File: config.mk
export PLATFORM = sky130hd
export DESIGN_NAME = tile_write_queue
export DESIGN_NICKNAME = d
export VERILOG_FILES = /design/src/rtl/pong_pkg.sv /design/src/rtl/tile_write_queue_fifo.sv /design/src/rtl/tile_write_queue.sv
export SDC_FILE = /design/constraint.sdc
export NUM_CORES = 1
export LEC_CHECK = 0
export CORE_MARGIN = 2
export CORE_UTILIZATION = 35
export CTS_BUF_LIST = sky130_fd_sc_hd__clkbuf_4 sky130_fd_sc_hd__clkbuf_8
export CTS_CLUSTER_DIAMETER = 40
export DETAILED_ROUTE_END_ITERATION = 8
export GPL_TIMING_DRIVEN = 0
export PLACE_DENSITY = 0.63
export SYNTH_ARGS = -nofsm -noshare
export SYNTH_HDL_FRONTEND = slang
export SYNTH_SLANG_ARGS = --single-unit
File: constraint.sdc
create_clock -name i_clk -period 3.1 [get_ports i_clk]
set_clock_uncertainty 0.2 [all_clocks]
set_input_delay 0.31 -clock i_clk [delete_from_list [all_inputs] [get_ports i_clk]]
set_output_delay 0.31 -clock i_clk [all_outputs]
set_load 0.005 [all_outputs]
File: src/rtl/pong_pkg.sv
// Shared definitions for the tile-map write path: default widths and the
// state encoding of the tile write queue controller.
package pong_pkg;

  localparam int TILE_ADDR_W = 5;
  localparam int TILE_DATA_W = 8;

  typedef enum logic [1:0] {
    IDLE  = 2'd0,
    DRAIN = 2'd1,
    CLEAR = 2'd2
  } tile_wq_state_t;

endpackage : pong_pkg

File: src/rtl/tile_write_queue_fifo.sv
// Synchronous single-clock FIFO with first-word-fall-through read port.
// Push is ignored when full and pop is ignored when empty, so the caller
// can never corrupt the occupancy count.
module sync_fifo #(
  parameter int WIDTH = 13,
  parameter int DEPTH = 8
) (
  input  logic                       i_clk,
  input  logic                       i_rst,
  input  logic                       i_push,
  input  logic [WIDTH-1:0]           i_push_data,
  input  logic                       i_pop,
  output logic [WIDTH-1:0]           o_pop_data,
  output logic                       o_full,
  output logic                       o_empty,
  output logic [$clog2(DEPTH):0]     o_count
);

  localparam int PTR_W = $clog2(DEPTH);
  localparam int CNT_W = PTR_W + 1;

  logic [WIDTH-1:0] r_mem [DEPTH];
  logic [PTR_W-1:0] r_wr_ptr;
  logic [PTR_W-1:0] r_rd_ptr;
  logic [CNT_W-1:0] r_count;

  logic w_do_push;
  logic w_do_pop;

  assign o_full     = (r_count == CNT_W'(DEPTH));
  assign o_empty    = (r_count == '0);
  assign o_count    = r_count;
  assign o_pop_data = r_mem[r_rd_ptr];

  assign w_do_push = i_push && !o_full;
  assign w_do_pop  = i_pop && !o_empty;

  // Storage array: write the pushed entry at the write pointer.
  // NOTE: the memory has no reset; its contents are only observable through
  // entries counted by r_count, so clearing it would cost logic for nothing.
  always_ff @(posedge i_clk) begin
    if (w_do_push) begin
      r_mem[r_wr_ptr] <= i_push_data;
    end
  end

  // Pointers wrap naturally modulo DEPTH (power of two); count tracks occupancy.
  // NOTE: sequential state uses non-blocking assignments so every register
  // samples the pre-edge values regardless of statement order.
  always_ff @(posedge i_clk) begin
    if (i_rst) begin
      r_wr_ptr <= '0;
      r_rd_ptr <= '0;
      r_count  <= '0;
    end else begin
      if (w_do_push) begin
        r_wr_ptr <= r_wr_ptr + PTR_W'(1);
      end
      if (w_do_pop) begin
        r_rd_ptr <= r_rd_ptr + PTR_W'(1);
      end
      case ({w_do_push, w_do_pop})
        2'b10:   r_count <= r_count + CNT_W'(1);
        2'b01:   r_count <= r_count - CNT_W'(1);
        default: r_count <= r_count;
      endcase
    end
  end

endmodule : sync_fifo

File: src/rtl/tile_write_queue.sv
// Tile write queue: buffers tile-map updates from game logic and commits
// them to the control-side RAM port only during vertical blank. A clear
// request fills every map cell with one tile code, then queued updates
// drain afterwards in FIFO order.
module tile_write_queue
  import pong_pkg::*;
#(
  parameter int ADDR_W = TILE_ADDR_W,
  parameter int DATA_W = TILE_DATA_W,
  parameter int DEPTH  = 8
) (
  input  logic                     i_clk,
  input  logic                     i_rst,
  input  logic                     i_req_valid,
  input  logic [ADDR_W-1:0]        i_req_addr,
  input  logic [DATA_W-1:0]        i_req_data,
  output logic                     o_req_ready,
  input  logic                     i_vblank,
  input  logic                     i_clear,
  input  logic [DATA_W-1:0]        i_clear_tile,
  output logic [ADDR_W-1:0]        o_ram_address,
  output logic [DATA_W-1:0]        o_ram_data,
  output logic                     o_ram_wren,
  output logic [$clog2(DEPTH):0]   o_pending,
  output logic                     o_busy
);

  localparam int ENTRY_W = ADDR_W + DATA_W;

  tile_wq_state_t r_state;

  logic [ADDR_W-1:0]      r_ram_address;
  logic [DATA_W-1:0]      r_ram_data;
  logic                   r_ram_wren;
  logic [DATA_W-1:0]      r_clear_tile;
  logic [ADDR_W-1:0]      r_clear_cnt;

  logic                   w_full;
  logic                   w_empty;
  logic [$clog2(DEPTH):0] w_count;
  logic [ENTRY_W-1:0]     w_head;
  logic                   w_push;
  logic                   w_pop;

  // Readiness depends only on occupancy, never on the controller state.
  assign o_req_ready = !w_full;
  assign w_push      = i_req_valid && !w_full;

  // The head is popped from IDLE (unless a clear wins) or while draining,
  // but only when vblank is sampled high; a pending clear blocks the pop.
  assign w_pop = i_vblank && !w_empty &&
                 (((r_state == IDLE) && !i_clear) || (r_state == DRAIN));

  sync_fifo #(
    .WIDTH (ENTRY_W),
    .DEPTH (DEPTH)
  ) u_fifo (
    .i_clk       (i_clk),
    .i_rst       (i_rst),
    .i_push      (w_push),
    .i_push_data ({i_req_addr, i_req_data}),
    .i_pop       (w_pop),
    .o_pop_data  (w_head),
    .o_full      (w_full),
    .o_empty     (w_empty),
    .o_count     (w_count)
  );

  // Controller: selects between idle, vblank draining and full-map clear,
  // and registers the RAM write port.
  always_ff @(posedge i_clk) begin
    if (i_rst) begin
      r_state       <= IDLE;
      r_ram_address <= '0;
      r_ram_data    <= '0;
      r_ram_wren    <= 1'b0;
      r_clear_tile  <= '0;
      r_clear_cnt   <= '0;
    end else begin
      r_ram_wren <= 1'b0;
      case (r_state)
        IDLE: begin
          if (i_clear) begin
            r_state      <= CLEAR;
            r_clear_tile <= i_clear_tile;
            r_clear_cnt  <= '0;
          end else if (w_pop) begin
            r_ram_address <= w_head[ENTRY_W-1:DATA_W];
            r_ram_data    <= w_head[DATA_W-1:0];
            r_ram_wren    <= 1'b1;
            r_state       <= DRAIN;
          end
        end
        DRAIN: begin
          // Clear requests arriving here are intentionally dropped.
          if (w_pop) begin
            r_ram_address <= w_head[ENTRY_W-1:DATA_W];
            r_ram_data    <= w_head[DATA_W-1:0];
            r_ram_wren    <= 1'b1;
          end else begin
            r_state <= IDLE;
          end
        end
        CLEAR: begin
          // One cell per cycle regardless of vblank; further clears ignored.
          r_ram_address <= r_clear_cnt;
          r_ram_data    <= r_clear_tile;
          r_ram_wren    <= 1'b1;
          r_clear_cnt   <= r_clear_cnt + ADDR_W'(1);
          if (&r_clear_cnt) begin
            r_state <= IDLE;
          end
        end
        default: r_state <= IDLE;
      endcase
    end
  end

  assign o_ram_address = r_ram_address;
  assign o_ram_data    = r_ram_data;
  assign o_ram_wren    = r_ram_wren;
  assign o_pending     = w_count;
  assign o_busy        = (r_state == CLEAR) || (w_count != '0);

endmodule : tile_write_queue

# ---- Word-level counts from Yosys, hierarchy flattened
# Memory sizes are Yosys's and may differ from the RTL's. A register that Yosys moved wholly into a read port is not among the register bits.
# Index checks and enable logic that the tools add are counted.
# W data, S select, Z words.
dict set report word_totals {
  memories 1
  regBits 39
  out_inout_bits 20
  inputBits 26
  word_cells 68
  ram_bits 104
}
# name depth width rd rd_clocked_by_memory_dff wr line
set memory_table {}
lappend memory_table {u_fifo.r_mem 8 13 1 1 1 tile_write_queue_fifo.sv:22} ;# logic [WIDTH-1:0] r_mem [DEPTH];
dict set report op_classes {
  eq_ne 10
  reduce_logical 22
  n_addsub 5
  n_mux 21
}
# cell n
set op_table {}
lappend op_table {{$pmux W8 S3} 1}
lappend op_table {{$mux W8} 2}
lappend op_table {{$mux W5} 3}
lappend op_table {{$pmux W5 S3} 1}
lappend op_table {{$pmux W5 S2} 1}
lappend op_table {{$mux W2} 4}
lappend op_table {{$ne A2 B2 Y1 const B} 4}
lappend op_table {{$pmux W4 S2} 1}
lappend op_table {{$add A3 B1 Y3 const B} 2}
lappend op_table {{$logic_and A1 B1 Y1} 6}
lappend op_table {{$mux W3} 2}
lappend op_table {{$pmux W2 S3} 1}
lappend op_table {{$reduce_and A2 Y1} 3}
lappend op_table {{$add A5 B1 Y5 const B} 1}
lappend op_table {{$reduce_and A5 Y1} 1}
lappend op_table {{$add A4 B1 Y4 const B} 1}
lappend op_table {{$eq A2 B1 Y1 const B} 2}
lappend op_table {{$eq A2 B2 Y1 const B} 2}
lappend op_table {{$eq A4 B4 Y1 const B} 1}
lappend op_table {{$logic_not A4 Y1} 1}
lappend op_table {{$mux W1} 4}
lappend op_table {{$reduce_bool A2 Y1} 2}
lappend op_table {{$reduce_bool A4 Y1} 1}
lappend op_table {{$sub A4 B1 Y4 const B} 1}
lappend op_table {{7 further kinds} 10}

# ---- Longest topological paths before layout
dict set report depth {
  ltp_word 7
  ltp_mapped 12
}

# ---- Cells and area by module
# A second synthesis with hierarchy kept.
dict set report hier_totals {
  cells_unflattened 365
  area_unflattened_um2 6118.4
}
# mod instances area_per_inst_um2 cells_each seq_area_each_um2
set modules_own_cells {}
lappend modules_own_cells {sync_fifo 1 4720.8 224 3383.2}
lappend modules_own_cells {tile_write_queue 1 1397.6 141 580.6}

# ---- Least setup slack after synthesis
# OpenSTA, ideal clock, no wires.
dict set report synth_timing {
  path_type {register -> register}
  from {register u_fifo.r_count[0] (netlist: u_fifo.o_count[0])}
  to {memory u_fifo.r_mem[0][0] (enable)}
  setup_slack_ns 0.397
  required_ns 2.483
  period_less_slack_ns 2.703
  path_stages_with_launch 5
  setup_ns 0.417
  arrival_time_ns 2.086
  n_path_buf 1
  path_cell_list {dfxtp_1 or4b_4 buf_6 nand2_8 nor4_1}
}
dict set report synth_between {
  elab_chain_cells 6
}
# item line
set synth_lines {}
lappend synth_lines {{start: declaration} tile_write_queue_fifo.sv:25} ;# logic [CNT_W-1:0] r_count;
lappend synth_lines {{start signal: assignment} tile_write_queue_fifo.sv:63} ;# 2'b10: r_count <= r_count + CNT_W'(1);
lappend synth_lines {{start signal: assignment} tile_write_queue_fifo.sv:64} ;# 2'b01: r_count <= r_count - CNT_W'(1);
lappend synth_lines {{start signal: assignment} tile_write_queue_fifo.sv:65} ;# default: r_count <= r_count;
lappend synth_lines {{$eq A4 B4 Y1 (*)} tile_write_queue_fifo.sv:30} ;# assign o_full = (r_count == CNT_W'(DEPTH));
lappend synth_lines {{$logic_not A1 Y1 (*)} --}
lappend synth_lines {{named net o_req_ready} tile_write_queue.sv:17} ;# output logic o_req_ready,
lappend synth_lines {{$logic_and A1 B1 Y1} tile_write_queue.sv:47} ;# assign w_push = i_req_valid && !w_full;
lappend synth_lines {{$logic_and A1 B1 Y1 (*)} tile_write_queue_fifo.sv:35} ;# assign w_do_push = i_push && !o_full;
lappend synth_lines {{$mux W1 (*)} tile_write_queue_fifo.sv:42} ;# if (w_do_push) begin
lappend synth_lines {{$mux W1 (not written as such) (*)} tile_write_queue_fifo.sv:43} ;# r_mem[r_wr_ptr] <= i_push_data;
lappend synth_lines {{end: declaration} tile_write_queue_fifo.sv:22}
# The timed path passes the listed nets; every way through them passes the cells marked *.

# ---- Worst setup path in the final report
dict set report layout_timing {
  from {register u_fifo.r_count[1] (netlist: u_fifo.o_count[1])}
  to {register u_fifo.r_count[2] (netlist: u_fifo.o_count[2])}
}
dict set report layout_between {
  elab_chain_cells 7
  elab_cells_between_ends 15
}
# item line
set layout_lines {}
lappend layout_lines {{$logic_not A4 Y1} tile_write_queue_fifo.sv:31} ;# assign o_empty = (r_count == '0);
lappend layout_lines {{$logic_not A1 Y1} {tile_write_queue_fifo.sv:36, tile_write_queue.sv:51}}
lappend layout_lines {{$logic_and A1 B1 Y1 (2 in a row)} tile_write_queue.sv:51} ;# assign w_pop = i_vblank && !w_empty &&
lappend layout_lines {{$logic_and A1 B1 Y1} tile_write_queue_fifo.sv:36} ;# assign w_do_pop = i_pop && !o_empty;
lappend layout_lines {{$eq A2 B1 Y1 / $eq A2 B2 Y1 (equally long branches)} tile_write_queue_fifo.sv:62} ;# case ({w_do_push, w_do_pop})
lappend layout_lines {{$pmux W4 S2 / $reduce_bool A2 Y1 (equally long branches)} --}
# Parallel ways exist; a longest one is shown, timed or not.
# A chain may end at the register's enable or synchronous reset.

==> impl_metrics.tcl <==
set metrics [dict create \
    run_status "complete, no violations" \
    grt_first_pass_wirelength_um 18600 \
    cts_sinks 146 \
    placement.io_buffers 44 \
    layout.cells.most_common "edfxtp_1" \
    timing.setup.critical_path_class "reg -> reg" \
    crit_path_start_kind "flip-flop" \
    f_max_mhz 352 \
    floorplan.die.height_um 134 \
    finalCriticalPeriod_ps 2840 \
    data_required_time_of_the_worst_path_ps 3270 \
    quantity_of_gates_resized_following_cts 0 \
    cts_hold_buffers 0 \
    cpPeakStageDelay_ps 320 \
    crit_path_max_fanout 10 \
    place.detailed.hpwl_um 8240 \
    yosys.cell_types.count 49 \
    antenna_found_initial 0 \
    route.antenna.remaining_nets 0 \
    cts_tree "yes" \
    syn_area_um2 5870 \
    synth_seq_cells 146 \
    routedWlPerCell_um 17.3 \
    ratio_of_routed_vias_to_standard_cells 4.94 \
    rr_endpoint "u_fifo.o_count[2]" \
    h-tree-depth 4 \
    chipWidth_um 134 \
    critPathCaptureType "flip-flop" \
    min-delay-start "i_rst" \
    syn-num-nets 402 \
    power.ir.vdd_worst_v 0.000288 \
    critical_path.reg2reg.startpoint "u_fifo.o_count[1]" \
    worst_setup_hold_path_clk_slew_ps 70 \
    worstPathArrival_ps 3010 \
    finalWeightedCongestion 0.782 \
    layout_nets 472 \
    clock_tree.buffer_depth 2 \
    grt_setup_unrepaired "false" \
    sequential_fraction_of_the_synthesis_area 0.675 \
    clock_tree.root_cell "clkbuf_8" \
    maximum_number_of_pins_on_one_net_before_global_route_repair 17 \
    clock_latency_ps 450 \
    totalWireLength_um 11600 \
    grt_pass1_vias 3392 \
    timing.final.max_slew_violations 0 \
    report.final.hold_viol_count 0 \
    synth_top_area_cell "edfxtp_1" \
    setup_viol 0 \
    critical_path_buf_inv_count 3 \
    dp_slack_ps 142 \
    ff2ff_path_depth 12 \
    cp_num_cells 12 \
    number_of_synthesized_flops_with_an_enable_pin 104 \
    post-cts-setup-buffer-count 0 \
    cap_violations 0 \
    netlist_top_cells_area "edfxtp_1, dfxtp_1, mux4_2, mux2i_1, a41oi_1" \
    crit_path_top_delay_cell "dfxtp_1" \
    detail_route.drc_violations 0 \
    power.density_nw_per_um2 575 \
    worst_path_dominant_cell_family "simple AND/OR/NAND/NOR gates" \
    final_min_period_over_clock_period 0.916 \
    holdCritPathClass "in -> reg" \
    total_via_count_after_detailed_routing 3323 \
    layout-drive-gt1-share 0.208 \
    setup.reg_to_reg.worst_slack_ps 260 \
    seq_area_um2 3960 \
    critPathLaunch "u_fifo.o_count[1]" \
    cells_after_synth 369 \
    antenna_cells 0 \
    yosysWarnings 0 \
    tritoncts.num_buffers 17 \
    initialDrtViolationCount 284 \
    rows 47 \
    floorplan.die_area_um2 17800 \
    timing_worst_slew_pin_value_ps 1310 \
    grt_overflow_total 0 \
    floorplan.io_pins 46 \
    synthArstFlopShare 0 \
    syn_area_per_cell_um2 15.9 \
    core-area_um2 16500 \
    worstPathCellList "buf_6 -> nor4_2 -> nand4bb_4 -> buf_4 -> inv_2 -> ha_1 -> xor2_1 -> ha_1 -> a21oi_1 -> xor2_1 -> or3_1 -> a21oi_1" \
    first_pass_iters 5 \
    final_cell_mix "edfxtp_1, clkdlybuf4s50_1, dfxtp_1, nand2_1, mux4_2" \
    power.leakage_nw 2.32 \
    multiInputGateArea_um2 1800 \
    floorplan.initialDensity 0.357 \
    synth_top_area_share 0.532 \
    synth-main-ff-cell "edfxtp_1" \
    global_route.usage.total 0.141 \
    setup_ws_ps 260 \
    area.growth.synth_to_final_pct 20.2 \
    remaining_max_slew_budget_at_the_tightest_pin 0.125 \
    cp-endpoint "u_fifo.o_count[2]" \
    final_layout_setup_total_negative_slack_ps 0 \
    n_fill_cell 1494 \
]
==> how the worst min path moves through the flow <==
stage                                    end  cells past startpoint  slack (ps)
after floorplan           u_fifo.r_mem[0][0]                      0         210
after global placement       r_clear_tile[7]                      2         240
after detailed placement     r_clear_tile[7]                      2         250
after CTS                  u_fifo.o_count[3]                      3          60
after global routing       u_fifo.o_count[3]                      3          90
final                      u_fifo.o_count[3]                      3          90
==> where the power goes <==
part	internal, mW	total [mW]	switching [mW]	leakage, nW
sequential	2.17	2.22	0.0503	1.29
combinational	0.257	0.506	0.248	0.858
clock	0.634	1.33	0.695	0.171
==> flip-flops by register name, summed over array words and instances (netlist names), named ones only <==
register,cells
r_clear_cnt,5
r_state,2
u_fifo.r_mem,104
u_fifo.r_rd_ptr,3
o_ram_data,8
u_fifo.o_count,4
o_ram_wren,1
u_fifo.r_wr_ptr,3
r_clear_tile,8
o_ram_address,5
==> tightest hold or removal path: stages <==
cell	delay [ps]
clkbuf_1	150
nor2_1	100
mux2_2	140
==> logic make-up after synthesis <==
kind of cell             Yosys count  share of synthesized area
adder cells (fa/ha/maj)            7                     0.0149
flip-flops                       146                      0.675
AO/OA/AOI/OAI                     50                     0.0597
buffers and inverters             27                     0.0258
multiplexers                      41                      0.126
XOR/XNOR                           6                     0.0115
AND/OR/NAND/NOR                   92                     0.0874
==> cells in the mapped netlist, types with 2 or more instances <==
library cell / count
mux4_2: 22
and2_1: 2
buf_2: 6
o31ai_1: 12
xor2_1: 4
clkbuf_1: 10
mux2i_1: 14
mux2_2: 2
mux4_1: 3
inv_1: 2
nand2b_1: 5
nor3b_1: 2
nor4_2: 2
nand3_1: 5
a41oi_1: 11
and3_1: 12
nor2b_1: 3
a21oi_1: 18
buf_6: 5
nor2_1: 20
ha_1: 7
edfxtp_1: 104
nand2_1: 24
dfxtp_1: 42
nor3_1: 4
or3_1: 2
o21ai_0: 4
==> stage by stage <==
step	util	hold WS [ps]	instance area, um2	total power, mW	instances
detailed placement	0.406	249	6680	2.77	640
global route	0.429	87.2	7060	4.23	672
global placement	0.400	243	6590	2.74	633
CTS	0.428	55.7	7040	4.09	672
finish	0.429	85.4	7060	4.06	672
floorplan	-	209	5870	2.55	369
==> cell type report <==
type	instances	share of cell area
Buffer	24	0.0199
Clock buffer	18	0.0342
Clock inverter	14	0.0165
Inverter	3	0.00160
Multi-Input combinational cell	196	0.255
Sequential cell	146	0.562
Tap cell	220	0.0390
Timing Repair Buffer	51	0.0725
==> metal layers <==
layer | part of all wire | wire length [um] | GRT usage
met5 | 0 | 0 | 0
met4 | 0.011 | 125 | 0.0496
met3 | 0.042 | 486 | 0.0407
met2 | 0.50 | 5760 | 0.227
met1 | 0.45 | 5240 | 0.183
Note: power is estimated with default switching activity, not from simulation.
